$ cat config.mk
export PLATFORM = sky130hd
export DESIGN_NAME = axil_regfile_slave
export DESIGN_NICKNAME = d
export VERILOG_FILES = /design/src/rtl/axil_regfile_slave.sv
export SDC_FILE = /design/constraint.sdc
export NUM_CORES = 1
export LEC_CHECK = 0
export ABC_AREA = 1
export CAP_MARGIN = 20
export CORE_AREA = 2 2 470 472
export CTS_BUF_LIST = sky130_fd_sc_hd__clkbuf_4
export DETAILED_ROUTE_END_ITERATION = 8
export DIE_AREA = 0 0 472 474
export HOLD_SLACK_MARGIN = 0.15
export PLACE_DENSITY = 0.43
export SLEW_MARGIN = 20
export SYNTH_ARGS = -nofsm -noshare
export SYNTH_HDL_FRONTEND = slang
export SYNTH_SLANG_ARGS = --single-unit
$ cat constraint.sdc
create_clock -name clk -period 1.75 [get_ports clk]
set_clock_uncertainty 0.2 [all_clocks]
set_input_delay 0.35 -clock clk [delete_from_list [all_inputs] [get_ports clk]]
set_output_delay 0.35 -clock clk [all_outputs]
set_load 0.01 [all_outputs]
$ cat src/rtl/axil_regfile_slave.sv
// -----------------------------------------------------------------------------
// axil_regfile_slave
//
// AXI4-Lite slave fronting a small register file for the AES accelerator
// control/status space. The host writes control registers over AXI; the core
// sees them on reg_out and supplies status words on reg_in, which the host
// reads back through the read-only slots selected by RO_MASK.
//
// Ports
//   clk, resetn        single clock, asynchronous active-low reset
//   s_axi_aw*          write address channel
//   s_axi_w*           write data channel (per-byte strobes)
//   s_axi_b*           write response channel (OKAY / SLVERR / DECERR)
//   s_axi_ar*          read address channel
//   s_axi_r*           read data channel (OKAY / DECERR)
//   reg_out            flat RW register contents, register i at
//                      [i*DATA_WIDTH +: DATA_WIDTH]; RO slots read as 0
//   reg_in             flat status inputs returned on reads of RO slots
//   wr_pulse           one-cycle strobe per register on a committed write
//   rd_pulse           one-cycle strobe per register on an accepted read
// -----------------------------------------------------------------------------
module axil_regfile_slave #(
    parameter int                    ADDR_WIDTH = 32,
    parameter int                    DATA_WIDTH = 32,
    parameter int                    NUM_REGS   = 16,
    parameter logic [ADDR_WIDTH-1:0] BASE_ADDR  = '0,
    parameter logic [NUM_REGS-1:0]   RO_MASK    = '0
) (
    input  logic                           clk,
    input  logic                           resetn,

    input  logic [ADDR_WIDTH-1:0]          s_axi_awaddr,
    input  logic                           s_axi_awvalid,
    output logic                           s_axi_awready,

    input  logic [DATA_WIDTH-1:0]          s_axi_wdata,
    input  logic [DATA_WIDTH/8-1:0]        s_axi_wstrb,
    input  logic                           s_axi_wvalid,
    output logic                           s_axi_wready,

    output logic [1:0]                     s_axi_bresp,
    output logic                           s_axi_bvalid,
    input  logic                           s_axi_bready,

    input  logic [ADDR_WIDTH-1:0]          s_axi_araddr,
    input  logic                           s_axi_arvalid,
    output logic                           s_axi_arready,

    output logic [DATA_WIDTH-1:0]          s_axi_rdata,
    output logic [1:0]                     s_axi_rresp,
    output logic                           s_axi_rvalid,
    input  logic                           s_axi_rready,

    output logic [NUM_REGS*DATA_WIDTH-1:0] reg_out,
    input  logic [NUM_REGS*DATA_WIDTH-1:0] reg_in,
    output logic [NUM_REGS-1:0]            wr_pulse,
    output logic [NUM_REGS-1:0]            rd_pulse
);

    localparam int BYTES = DATA_WIDTH / 8;
    localparam int OFS   = $clog2(BYTES);
    localparam int IDX_W = (NUM_REGS > 1) ? $clog2(NUM_REGS) : 1;

    // Span is computed one bit wider so BASE_ADDR + span cannot wrap.
    localparam logic [ADDR_WIDTH:0] SPAN = (ADDR_WIDTH+1)'(NUM_REGS * BYTES);

    localparam logic [1:0] RESP_OKAY   = 2'b00;
    localparam logic [1:0] RESP_SLVERR = 2'b10;
    localparam logic [1:0] RESP_DECERR = 2'b11;

    function automatic logic addr_hit(input logic [ADDR_WIDTH-1:0] a);
        logic [ADDR_WIDTH:0] rel;
        rel = {1'b0, a} - {1'b0, BASE_ADDR};
        return (a >= BASE_ADDR) && (rel < SPAN);
    endfunction

    // Byte-offset bits fall away in the shift.
    function automatic logic [IDX_W-1:0] addr_idx(input logic [ADDR_WIDTH-1:0] a);
        logic [ADDR_WIDTH-1:0] rel;
        rel = (a - BASE_ADDR) >> OFS;
        return rel[IDX_W-1:0];
    endfunction

    typedef enum logic {
        W_COLLECT,
        W_RESP
    } wstate_t;

    wstate_t                              wstate;
    wstate_t                              wstate_nxt;
    logic                                 commit;
    logic                                 aw_held;
    logic                                 w_held;
    logic                                 aw_hs;
    logic                                 w_hs;
    logic [ADDR_WIDTH-1:0]                awaddr_q;
    logic [DATA_WIDTH-1:0]                wdata_q;
    logic [BYTES-1:0]                     wstrb_q;
    logic                                 w_hit;
    logic                                 w_ro;
    logic [IDX_W-1:0]                     w_idx;
    logic [NUM_REGS-1:0][DATA_WIDTH-1:0]  regs;

    logic                                 ar_hs;
    logic                                 ar_hit;
    logic                                 ar_ro;
    logic [IDX_W-1:0]                     ar_idx;

    // Readies depend only on flops, never on the incoming valids.
    assign s_axi_bvalid  = (wstate == W_RESP);
    assign s_axi_awready = !aw_held && !s_axi_bvalid;
    assign s_axi_wready  = !w_held  && !s_axi_bvalid;
    assign aw_hs         = s_axi_awvalid && s_axi_awready;
    assign w_hs          = s_axi_wvalid  && s_axi_wready;

    assign w_hit = addr_hit(awaddr_q);
    assign w_idx = addr_idx(awaddr_q);
    assign w_ro  = RO_MASK[w_idx];

    // ---------------- write FSM ----------------
    always_ff @(posedge clk or negedge resetn) begin
        if (!resetn) begin
            wstate <= W_COLLECT;
        end else begin
            wstate <= wstate_nxt;
        end
    end

    always_comb begin
        wstate_nxt = wstate;
        commit     = 1'b0;
        case (wstate)
            W_COLLECT: begin
                if (aw_held && w_held) begin
                    commit     = 1'b1;
                    wstate_nxt = W_RESP;
                end
            end
            W_RESP: begin
                if (s_axi_bready) begin
                    wstate_nxt = W_COLLECT;
                end
            end
            default: wstate_nxt = W_COLLECT;
        endcase
    end

    // Capture flags, response code and write strobes.
    always_ff @(posedge clk or negedge resetn) begin
        if (!resetn) begin
            aw_held     <= 1'b0;
            w_held      <= 1'b0;
            s_axi_bresp <= RESP_OKAY;
            wr_pulse    <= '0;
        end else begin
            wr_pulse <= '0;
            if (commit) begin
                aw_held <= 1'b0;
                w_held  <= 1'b0;
                if (!w_hit) begin
                    s_axi_bresp <= RESP_DECERR;
                end else if (w_ro) begin
                    s_axi_bresp <= RESP_SLVERR;
                end else begin
                    s_axi_bresp     <= RESP_OKAY;
                    wr_pulse[w_idx] <= 1'b1;
                end
            end else begin
                if (aw_hs) aw_held <= 1'b1;
                if (w_hs)  w_held  <= 1'b1;
            end
        end
    end

    // Holding registers carry payload only; the flags above qualify them.
    always_ff @(posedge clk) begin
        if (aw_hs) begin
            awaddr_q <= s_axi_awaddr;
        end
        if (w_hs) begin
            wdata_q <= s_axi_wdata;
            wstrb_q <= s_axi_wstrb;
        end
    end

    // ---------------- register file ----------------
    // RO slots are never written, so their flops stay at 0 and trim away.
    always_ff @(posedge clk or negedge resetn) begin
        if (!resetn) begin
            regs <= '0;
        end else if (commit && w_hit && !w_ro) begin
            for (int b = 0; b < BYTES; b++) begin
                if (wstrb_q[b]) begin
                    regs[w_idx][b*8 +: 8] <= wdata_q[b*8 +: 8];
                end
            end
        end
    end

    for (genvar i = 0; i < NUM_REGS; i++) begin : g_out
        assign reg_out[i*DATA_WIDTH +: DATA_WIDTH] = RO_MASK[i] ? '0 : regs[i];
    end

    // ---------------- read path ----------------
    assign s_axi_arready = !s_axi_rvalid;
    assign ar_hs         = s_axi_arvalid && s_axi_arready;
    assign ar_hit        = addr_hit(s_axi_araddr);
    assign ar_idx        = addr_idx(s_axi_araddr);
    assign ar_ro         = RO_MASK[ar_idx];

    // regs is sampled before this edge's commit lands, so a colliding read
    // returns the pre-write value.
    always_ff @(posedge clk or negedge resetn) begin
        if (!resetn) begin
            s_axi_rvalid <= 1'b0;
            s_axi_rdata  <= '0;
            s_axi_rresp  <= RESP_OKAY;
            rd_pulse     <= '0;
        end else begin
            rd_pulse <= '0;
            if (ar_hs) begin
                s_axi_rvalid <= 1'b1;
                if (!ar_hit) begin
                    s_axi_rdata <= '0;
                    s_axi_rresp <= RESP_DECERR;
                end else begin
                    s_axi_rresp      <= RESP_OKAY;
                    rd_pulse[ar_idx] <= 1'b1;
                    if (ar_ro) begin
                        s_axi_rdata <= reg_in[int'(ar_idx)*DATA_WIDTH +: DATA_WIDTH];
                    end else begin
                        s_axi_rdata <= regs[ar_idx];
                    end
                end
            end else if (s_axi_rvalid && s_axi_rready) begin
                s_axi_rvalid <= 1'b0;
            end
        end
    end

endmodule

==> metrics <==
final hold slack=0.307 ns; worst-skew pair later-pin latency=1.26 ns; Cells after DPL=8258; per-cell routed wire length=22.3 um; CTS tree=yes; Final setup viols=1180; Die W=472 um; count leader, synth=nand2_1; area leader, netlist=dfrtp_1; final cell count without fillers=9302; syn nets=5154; routed wire length=207 mm; failing checks=setup timing; sequential element share of the synthesized area=0.489; Post-synth EDFFs=66; Hold Fails Final Rpt=0; Die Height=474 um; flops & latches, synth=648; Relative slew margins=0.577; Fmax=0.383 GHz; total number of vias=38300; final layout net count=6880; Async SR Flop Fraction=0.898; compound-gate portion of the synthesized area=0.00536; number of max-cap violations=0; cell count of the worst hold path=2; simple logic cell fraction of the synthesized area=0.399; CP top delay family=flip-flops; Setup TNS=-593.22 ns; CTS Sinks=648; cell mode on critical path=buf_6; worst vdd ir=0.000579 V; cells after synthesis=4535; GPL Wtd Cong=0.864; DR iter-0 viols=3089; min Tclk post-route=2.61 ns; Total Routing Usage GR=0.176; CTS Root Cell=clkbuf_4; core footprint=219000 um^2; clk slew on worst S/H paths=0.07 ns; GRT overflow=0; slowest stage delay, CP=0.39 ns; Critical Path End Type=output port; CTS H-tree depth=4; PD cells=694 nW/um^2; Inserted Clock Buffers=204; critical path depth in cells=4; vias in the first global route=36200; initial core utilization=0.155; DRC violations left=0; largest family of logic cells by synthesized area=simple AND/OR/NAND/NOR gates; Worst Setup Start Kind=flop; pin count of the biggest net entering global routing=69; area of the multi-input gates=14000 um^2; Slowest cell on crit path=dfrtp_1; synth cell count leaders=nand2_1, dfrtp_1, nand4_1; Placement Setup Slack=-1.68 ns; vias per inst=4.12; drt first pass iters=5; Final HPWL DP=158 mm; Avg Cell Area, Syn=7.46 um^2; Tcrit/Tclk final=1.49; worst setup path class=flop to output port; fillers=24100; FF/Latch Area=16800 um^2; status=finished with violations; Top FF cell, synth=dfrtp_1; RSZ-0062 raised after global routing=true; Final Max Slew Viols=0; Syn-to-layout area delta=67.3%; Port Buffer Count=687; yosys synthesis warning count=0; worst setup margin=-0.862 ns; layout cell share with drive strength beyond 1=0.343; initial antenna violation count=23; Die Area=224000 um^2; crit path cell chain=buf_6, nor2_4, buf_6, buf_6; Crit Path Max Fanout=2; Synth Area in Adders=0; Worst Tran Pin Value=0.635 ns; LEAKAGE=28.8 nW; Synth top area share=0.431; Synth cell types=26; num rows=172; Crit path required time=1.20 ns; WP data arrival=2.06 ns; Reg2Reg Depth=13; WP buf/inv=3; first-pass GRT wire length=279 mm; post-route ant nets=0; Hold WC Path Type=flop to flop; Post-Synthesis Cell Area=33800 um^2; top post-synthesis cells by area=dfrtp_1, nand2_1, nand4_1; Synth Area in XOR/XNOR=0; I/O pin cnt=1204; Total Power=0.0392 W; Longest Clk Path Bufs=3; mux cell area share after synthesis=0
repair_timing:
item,4_1_cts,5_1_grt
setup buffers,204,277
gates resized for setup,1542,1224
endpoints found under the setup margin,1164,1163
pin swaps,3,17
cloned,2,17
endpoints found under the hold margin,767,0
hold buffers,178,0
registers in the layout (all words and copies together) (netlist names), 4 cells and up:
signal       flops
wr_pulse        16
s_axi_rdata     32
awaddr_q        30
reg_out        512
rd_pulse        16
wdata_q         32
wstrb_q          4
report_power, final:
group / switching, W / internal, W
combinational: 0.00543 / 0.00274
clock: 0.00787 / 0.00748
sequential: 0.000132 / 0.0156
total: 0.0134 / 0.0258
stage by stage:
stage | area, um^2 | util
2_1_floorplan | 33800 | -
4_1_cts | 53800 | 0.246
5_1_grt | 56600 | 0.259
6_report | 56600 | 0.259
3_5_place_dp | 48100 | 0.220
3_3_place_gp | 48100 | 0.220
worst reg2reg max path, cell delays in order, from the launching register on:
cell     delay [ns]
dfrtp_1        0.39
buf_4          0.15
inv_4          0.05
nand3_4        0.07
nor2_4         0.09
nand2_2        0.07
nor2_4         0.13
buf_12         0.19
buf_12         0.14
buf_16         0.16
buf_16         0.17
nand3_4        0.16
nand2_2        0.11
nand2_1        0.05
logic make-up after synthesis:
logic type | after synthesis
DFF | 648
and+or+nand+nor | 3013
AOI/OAI and AO/OA | 36
buffers and inverters | 838
per-layer routing:
layer / global-route usage / up-vias / wire, um
met4: 0.0450 / 6 / 4800
met3: 0.0491 / 244 / 17800
li1: - / 17800 / -
met5: 0 / - / 32
met2: 0.245 / 1657 / 82600
met1: 0.261 / 18600 / 102000
layout make-up:
type,instances,area share
Sequential cell,648,0.296
Timing Repair inverter,1,0.000133
Clock buffer,282,0.0374
Inverter,508,0.0342
Clock inverter,82,0.00681
Antenna cell,12,0.000531
Multi-Input combinational cell,3049,0.247
Timing Repair Buffer,1849,0.314
Tap cell,2871,0.0635
path summary, 6_finish.rpt:
check                                start               to  slack [ns]
max                                 w_held     s_axi_wready       -0.86
min                        s_axi_rdata[29]  s_axi_rdata[29]        0.31
max reg2reg                   s_axi_bvalid     reg_out[346]       -0.53
min reg2reg                s_axi_rdata[29]  s_axi_rdata[29]        0.31
max in group asynchronous           resetn     reg_out[355]       -0.07
min in group asynchronous           resetn     reg_out[119]        0.61
placed cells by master, fill, tap and decap left out, types with 34 or more instances in the layout:
master | netlist | routed
nand4_1 | 512 | 512
clkbuf_4 | 0 | 282
dlygate4sd3_1 | 0 | 177
buf_4 | 35 | 826
clkbuf_2 | 0 | 170
o21ai_0 | 34 | 34
clkdlybuf4s50_1 | 0 | 99
nand2_1 | 2137 | 2090
nand3_4 | 50 | 54
buf_12 | 0 | 150
nand2_2 | 2 | 47
edfxtp_1 | 66 | 66
inv_1 | 500 | 492
buf_2 | 65 | 38
dfrtp_2 | 0 | 167
clkinv_1 | 0 | 59
buf_6 | 31 | 358
nor2_1 | 252 | 239
dfrtp_1 | 582 | 415
No activity file was read; power rests on OpenSTA's default activity.
